$ cat src/rtl/idex_pipe_reg.sv
`default_nettype none
// ============================================================================
// Module   : idex_pipe_reg
// Purpose  : Parametrised ID/EX pipeline register with stall, flush, a valid
//            bit and a saturating bubble counter. Define IDEX_HAZARD_DETECT_EN
//            to build in load-use hazard detection.
// Revision : 1.0  initial release
// ============================================================================
module idex_pipe_reg #(
  parameter int DATA_W      = 32,
  parameter int REG_W       = 5,
  parameter int WB_W        = 2,
  parameter int M_W         = 3,
  parameter int ALUOP_W     = 3,
  parameter int MEMREAD_BIT = 1,
  parameter int CNT_W       = 16
) (
  input  logic                 clk,
  input  logic                 rst,
  input  logic                 I_stall,
  input  logic                 I_flush,
  input  logic [WB_W-1:0]      I_WB,
  input  logic [M_W-1:0]       I_M,
  input  logic [ALUOP_W+1:0]   I_EX,
  input  logic [DATA_W-1:0]    I_Next_address,
  input  logic [DATA_W-1:0]    I_O1,
  input  logic [DATA_W-1:0]    I_O2,
  input  logic [DATA_W-1:0]    I_Ext_Inmed,
  input  logic [REG_W-1:0]     I_RS,
  input  logic [REG_W-1:0]     I_RT,
  input  logic [REG_W-1:0]     I_RD,
  output logic                 O_valid,
  output logic [WB_W-1:0]      O_WB,
  output logic [M_W-1:0]       O_M,
  output logic                 O_EX_RegDst,
  output logic [ALUOP_W-1:0]   O_EX_ALUOp,
  output logic                 O_EX_ALUSrc,
  output logic [DATA_W-1:0]    O_Next_address,
  output logic [DATA_W-1:0]    O_O1,
  output logic [DATA_W-1:0]    O_O2,
  output logic [DATA_W-1:0]    O_Ext_Inmed,
  output logic [REG_W-1:0]     O_RS,
  output logic [REG_W-1:0]     O_RT,
  output logic [REG_W-1:0]     O_RD,
  output logic                 O_hazard_stall,
  output logic [CNT_W-1:0]     O_bubble_cnt
);

  localparam int EX_W = ALUOP_W + 2;

  // A MemRead index outside the M bundle is a configuration error.
  generate
    if ((MEMREAD_BIT < 0) || (MEMREAD_BIT >= M_W)) begin : g_memread_bit_chk
      $error("idex_pipe_reg: MEMREAD_BIT out of range of M bundle");
    end
  endgenerate

  logic                valid_q, valid_d;
  logic [WB_W-1:0]     wb_q, wb_d;
  logic [M_W-1:0]      m_q, m_d;
  logic [EX_W-1:0]     ex_q, ex_d;
  logic [DATA_W-1:0]   next_addr_q, next_addr_d;
  logic [DATA_W-1:0]   o1_q, o1_d;
  logic [DATA_W-1:0]   o2_q, o2_d;
  logic [DATA_W-1:0]   imm_q, imm_d;
  logic [REG_W-1:0]    rs_q, rs_d;
  logic [REG_W-1:0]    rt_q, rt_d;
  logic [REG_W-1:0]    rd_q, rd_d;
  logic [CNT_W-1:0]    cnt_q, cnt_d;

  logic                w_hazard;
  logic                w_bubble;

`ifdef IDEX_HAZARD_DETECT_EN
  // Load in EX whose destination is read by the instruction now in decode.
  assign w_hazard = ~rst & valid_q & m_q[MEMREAD_BIT] & (rt_q != '0)
                  & ((rt_q == I_RS) | (rt_q == I_RT));
`else
  assign w_hazard = 1'b0;
`endif

  assign w_bubble = I_flush | w_hazard;

  always_comb begin
    valid_d     = valid_q;
    wb_d        = wb_q;
    m_d         = m_q;
    ex_d        = ex_q;
    next_addr_d = next_addr_q;
    o1_d        = o1_q;
    o2_d        = o2_q;
    imm_d       = imm_q;
    rs_d        = rs_q;
    rt_d        = rt_q;
    rd_d        = rd_q;
    cnt_d       = cnt_q;

    if (w_bubble || !I_stall) begin
      next_addr_d = I_Next_address;
      o1_d        = I_O1;
      o2_d        = I_O2;
      imm_d       = I_Ext_Inmed;
      rs_d        = I_RS;
      rt_d        = I_RT;
      rd_d        = I_RD;
    end

    if (w_bubble) begin
      // Bubble: control bundles zeroed so the slot has no side effects.
      valid_d = 1'b0;
      wb_d    = '0;
      m_d     = '0;
      ex_d    = '0;
      if (cnt_q != {CNT_W{1'b1}}) begin
        cnt_d = cnt_q + 1'b1;
      end
    end else if (!I_stall) begin
      valid_d = 1'b1;
      wb_d    = I_WB;
      m_d     = I_M;
      ex_d    = I_EX;
    end
  end

  always_ff @(posedge clk) begin
    if (rst) begin
      valid_q     <= 1'b0;
      wb_q        <= '0;
      m_q         <= '0;
      ex_q        <= '0;
      next_addr_q <= '0;
      o1_q        <= '0;
      o2_q        <= '0;
      imm_q       <= '0;
      rs_q        <= '0;
      rt_q        <= '0;
      rd_q        <= '0;
      cnt_q       <= '0;
    end else begin
      valid_q     <= valid_d;
      wb_q        <= wb_d;
      m_q         <= m_d;
      ex_q        <= ex_d;
      next_addr_q <= next_addr_d;
      o1_q        <= o1_d;
      o2_q        <= o2_d;
      imm_q       <= imm_d;
      rs_q        <= rs_d;
      rt_q        <= rt_d;
      rd_q        <= rd_d;
      cnt_q       <= cnt_d;
    end
  end

  assign O_valid        = valid_q;
  assign O_WB           = wb_q;
  assign O_M            = m_q;
  assign O_EX_RegDst    = ex_q[0];
  assign O_EX_ALUOp     = ex_q[ALUOP_W:1];
  assign O_EX_ALUSrc    = ex_q[ALUOP_W+1];
  assign O_Next_address = next_addr_q;
  assign O_O1           = o1_q;
  assign O_O2           = o2_q;
  assign O_Ext_Inmed    = imm_q;
  assign O_RS           = rs_q;
  assign O_RT           = rt_q;
  assign O_RD           = rd_q;
  assign O_hazard_stall = w_hazard;
  assign O_bubble_cnt   = cnt_q;

endmodule
`default_nettype wire
$ cat config.mk
export PLATFORM = sky130hd
export DESIGN_NAME = idex_pipe_reg
export DESIGN_NICKNAME = d
export VERILOG_FILES = /design/src/rtl/idex_pipe_reg.sv
export SDC_FILE = /design/constraint.sdc
export NUM_CORES = 1
export LEC_CHECK = 0
export ABC_CLOCK_PERIOD_IN_PS = 2050
export CAP_MARGIN = 20
export CORE_AREA = 2 2 124 150
export DETAILED_ROUTE_END_ITERATION = 16
export DIE_AREA = 0 0 126 152
export PLACE_DENSITY = 0.72
export SKIP_LAST_GASP = 1
export SYNTH_ARGS = -nofsm -noshare
export SYNTH_HDL_FRONTEND = slang
export SYNTH_SLANG_ARGS = --single-unit
$ cat constraint.sdc
create_clock -name clk -period 2.05 [get_ports clk]
set_clock_uncertainty 0.15 [all_clocks]
set_input_delay 0.3075 -clock clk [delete_from_list [all_inputs] [get_ports clk]]
set_output_delay 0.3075 -clock clk [all_outputs]
set_load 0.02 [all_outputs]
# Word level (Yosys, flattened, before mapping)
# Cells that the tools add are included.
[word_totals]
input_bits = 157
elab_cells = 18
ff_bits = 170
out_inout_bits = 171
[classes]
addsub = 1
eq_ne = 1
reduce_logical = 4
[ops]
columns = ["operator", "count"]
rows = [
  ["adder 16 x 1 -> 16 bit, second input constant", 1],
  ["!= test 16 bit, second input constant", 1],
  ["AND reduction 2 bit", 1],
  ["OR reduction 2 bit", 1],
  ["zero test 1 bit", 1],
  ["logical OR 1 bit", 1],
]

# Longest topological paths before layout
[depth]
ltp_word = 2
mapped_depth = 6
depth_no_buf = 5

# Worst setup path before layout
# OpenSTA, ideal clock, no wires.
[synth_path]
path_kind = "flip-flop to flip-flop"
startpoint = "reg cnt_q[5], in the netlist O_bubble_cnt[5]"
endpoint = "reg cnt_q[15], in the netlist O_bubble_cnt[15]"
arrival_time_ns = 1.814
period_less_slack_ns = 2.034
path_slack_ns = 0.016
stages_incl_launch_ff = 6
required_ns = 1.830
n_path_buf = 1
setup_time_ns = 0.070
path_cell_list = "dfxtp_1 -> nand4_4 -> or3_1 -> clkbuf_2 -> or4_1 -> a21oi_1"
[synth_between]
elab_chain_cells = 2
elab_cells_between_ends = 3
classes_between = "add/sub (1); eq/ne (1); reduce/logical (1)"
[synth_rtl]
columns = ["item", "line", "text"]
rows = [
  ["start: declaration", "69", "logic [CNT_W-1:0] cnt_q, cnt_d;"],
  ["start signal: assignment", "151", "cnt_q <= cnt_d;"],
  ["branches (longest 2 deep; another with adder 16 x 1 -> 16 bit)", "--", ""],
]
# Parallel ways; which one is timed is not known.
# A chain may end at the register's enable or synchronous reset.

# Final worst setup path
[layout_path]
startpoint = "reg cnt_q[3], in the netlist O_bubble_cnt[3]"
endpoint = "out O_bubble_cnt[3]"
[layout_rtl]
columns = ["item", "line", "text"]
rows = [
  ["end: declaration", "46", "output logic [CNT_W-1:0] O_bubble_cnt"],
]
# No word-level cell between the ends.

==> impl_metrics.ini <==
[status]
status = finished, final reports clean

[grt]
largest_net_degree_at_the_start_of_global_routing = 79
global_route_wire_length_before_repair_mm = 29.5
overflow = 0
gr-usage-all-layers = 0.189
grt_pass1_vias = 5848
initial_antenna_violation_count = 0

[cts]
clock_tree.root_cell = sky130_fd_sc_hd__clkbuf_16
clkLatencyLatePin_ns = 0.41
worst_setup_hold_path_clk_slew_ns = 0.06
cts_htree_levels = 4
cts_max_path_buffers = 2
tritoncts = built
post-cts-setup-buffers = 0
tritoncts.num_buffers = 17
clkSinkCount = 170

[pwr]
power_density_over_the_cells_nw_per_um2 = 781
power.switching_fraction = 0.262
seq_power_share = 0.445
p_leak_nw = 4.08
p_comb_frac = 0.165
cellInternalPower_mw = 5.94
power.ir.vdd_worst_uv = 452
total_net_switching_power_mw = 2.10
power.clock.fraction = 0.389

[yosys]
synth_enable_flop_cells = 0
synth_commonest_cells = sky130_fd_sc_hd__nand2_1, sky130_fd_sc_hd__dfxtp_1, sky130_fd_sc_hd__a21oi_1
synth_most_common_cell = sky130_fd_sc_hd__nand2_1
netlist_area_sq_um = 6070
ys_seq_elements = 170
count_of_mapped_cells_out_of_synthesis = 758
ys_async_sr_fraction = 0
netlist-cell-type-count = 38
synth.top_cells.by_area = sky130_fd_sc_hd__dfxtp_1, sky130_fd_sc_hd__nand2_1, sky130_fd_sc_hd__a21oi_1, sky130_fd_sc_hd__clkbuf_1, sky130_fd_sc_hd__mux2i_1
ys_warnings = 0
netlist.top_cell.by_area = sky130_fd_sc_hd__dfxtp_1
synth.yosys.seq_area_share = 0.561
synth.net_count = 916
syn_area_per_cell_sq_um = 8.01
yosysTopAreaCellShare = 0.561
synth-main-ff-cell = sky130_fd_sc_hd__dfxtp_1

[placement]
globalplace.congestion = 0.809
io_buffer_count = 326
hpwlAfterDp_mm = 13.0

[route]
drt_pre_antenna_iters = 5
drc = 0
final_antenna_net_count = 0
detailroute.via_count = 6102
drt_first_iter_violations = 320
routed_wirelength_mm = 18.3
post_drt_via_cell_ratio = 4.66
wl_per_cell_microns = 14.0

[setup_path]
setup_crit_end_kind = output port
path_max_fanout = 7
worst_ep_required_time_ns = 1.59
cp_cell_sequence = clkdlybuf4s50_1
max_stage_delay_ns = 0.67
slowest_stage = sky130_fd_sc_hd__clkdlybuf4s50_1
rr_worst_depth = 5
worst_ep_arrival_time_ns = 1.52
critical_path_class = flop to output port
cp.buffers_inverters = 1
timing.reg2reg.setup_slack_ns = 0.13
crit-reg2reg-launch = O_bubble_cnt[0]$_SDFFE_PP0P_
timing.rr.end = O_bubble_cnt[9]$_SDFFE_PP0P_
cpLargestDelayFamily = buffers and inverters
critPathLaunchType = flop

[cells_and_area]
count_of_inserted_antenna_diode_cells = 0
area_growth_syn_to_layout_pct = 69.5
finalNetCount = 1231
post_route_cells_drive_above_1_share = 0.0589
nFillCells = 1618

[sta]
finalSetupViolations = 0
fin_hold_ws_ns = 0.0966
period_minus_slack_ns = 1.98
final_max_slew_viol_count = 0
timing_hold_violations_final = 0
rsz0062_at_grt = no
post-route-period-util = 0.965
max_freq_ghz = 0.505
fin_setup_tns_ns = 0
worstMarginPinSlew_ns = 0.493
relSlewSlack = 0.668

[hold_path]
worstHoldPathCells = 2
hp-class = primary input to flop
hold_path.startpoint = rst
whs_endpoint = O_bubble_cnt[8]$_SDFFE_PP0P_

[floorplanning]
floorplan.die_area_sq_um = 19200
die_height_microns = 152
coreArea_sq_um = 17800
start_util = 0.340
top_level_ports = 328
fp.dieW_microns = 126
fp-row-count = 54

[run]
drv.max_cap_violation_count = 0
[sequential cells by signal, summed over array words and instances, names as in the netlist]
register        count
O_O2               32
ex_q                5
O_bubble_cnt       16
O_valid             1
O_RT                5
O_Next_address     32
O_WB                2
O_RS                5
O_O1               32
O_M                 3
O_Ext_Inmed        32
O_RD                5
[cell usage in the layout (no fill, tap or decap), drive strengths merged, types with 6 or more instances in the layout]
cell type / count
clkbuf: 19
dfxtp: 170
a21oi: 150
nand2: 290
inv: 11
buf: 25
mux2i: 11
nor3: 6
nor2: 20
clkdlybuf4s50: 322
[stage by stage]
step                      setup WS, ns  utilization  total power [mW]  cell area (sq um)  cells
after floorplan                 0.0157            -              4.20               6070    758
after global placement         -0.0752        0.544              4.98               9710   1278
after detailed placement        -0.149        0.544              4.99               9710   1278
after CTS                       0.0182        0.577              8.14              10300   1310
after global routing           0.00704        0.577              8.37              10300   1310
final                           0.0711        0.577              8.04              10300   1310
[power by group through the flow]
stage / combinational (mW) / clock [mW] / sequential [mW]
finish: 1.33 / 3.13 / 3.58
global route: 1.43 / 3.34 / 3.60
CTS: 1.34 / 3.22 / 3.58
detailed placement: 1.34 / 0 / 3.65
global placement: 1.33 / 0 / 3.65
floorplan: 0.323 / 0 / 3.88
[final cells by class]
class | count | area [sq um] | area share
Timing Repair Buffer | 350 | 3550 | 0.345
Sequential cell | 170 | 3400 | 0.331
Multi-Input combinational cell | 527 | 2450 | 0.238
Clock buffer | 19 | 443 | 0.0431
Tap cell | 224 | 280 | 0.0272
Clock inverter | 13 | 135 | 0.0131
Inverter | 7 | 26.3 | 0.00255
[layer usage]
layer	vias to the layer above	track usage	wire, microns
li1	3105	-	-
met4	0	0.0863	490
met5	-	0	0
met3	33	0.0641	1490
met2	220	0.314	8960
met1	2744	0.218	7380
[what timing repair did]
item,CTS,global route
hold buffers,0,0
endpoints found under the setup margin,2,1
gates cloned,0,0
gates resized for setup,2,1
[cell families after synthesis]
logic type / synth area share
and+or+nand+nor: 0.234
adders and majority gates: 0.00206
AOI/OAI and AO/OA: 0.139
buffers and inverters: 0.0385
xor gates and xnor gates: 0.00144
muxes: 0.0237
DFF: 0.561
other: 0.000618
[worst max path at each step]
| stage | startpoint | endpoint | slack [ns] | depth (start not counted) |
|---|---|---|---|---|
| 2_1_floorplan | O_bubble_cnt[5]$_SDFFE_PP0P_ | O_bubble_cnt[15]$_SDFFE_PP0P_ | 0.02 | 5 |
| 3_3_place_gp | I_flush | O_bubble_cnt[9]$_SDFFE_PP0P_ | -0.08 | 5 |
| 3_5_place_dp | I_flush | O_bubble_cnt[9]$_SDFFE_PP0P_ | -0.15 | 5 |
| 4_1_cts | O_bubble_cnt[5]$_SDFFE_PP0P_ | O_bubble_cnt[5] | 0.02 | 2 |
| 5_1_grt | O_bubble_cnt[15]$_SDFFE_PP0P_ | O_bubble_cnt[15] | 0.007 | 1 |
| 6_report | O_bubble_cnt[3]$_SDFFE_PP0P_ | O_bubble_cnt[3] | 0.07 | 1 |
Power figures use the tool's default switching activity.
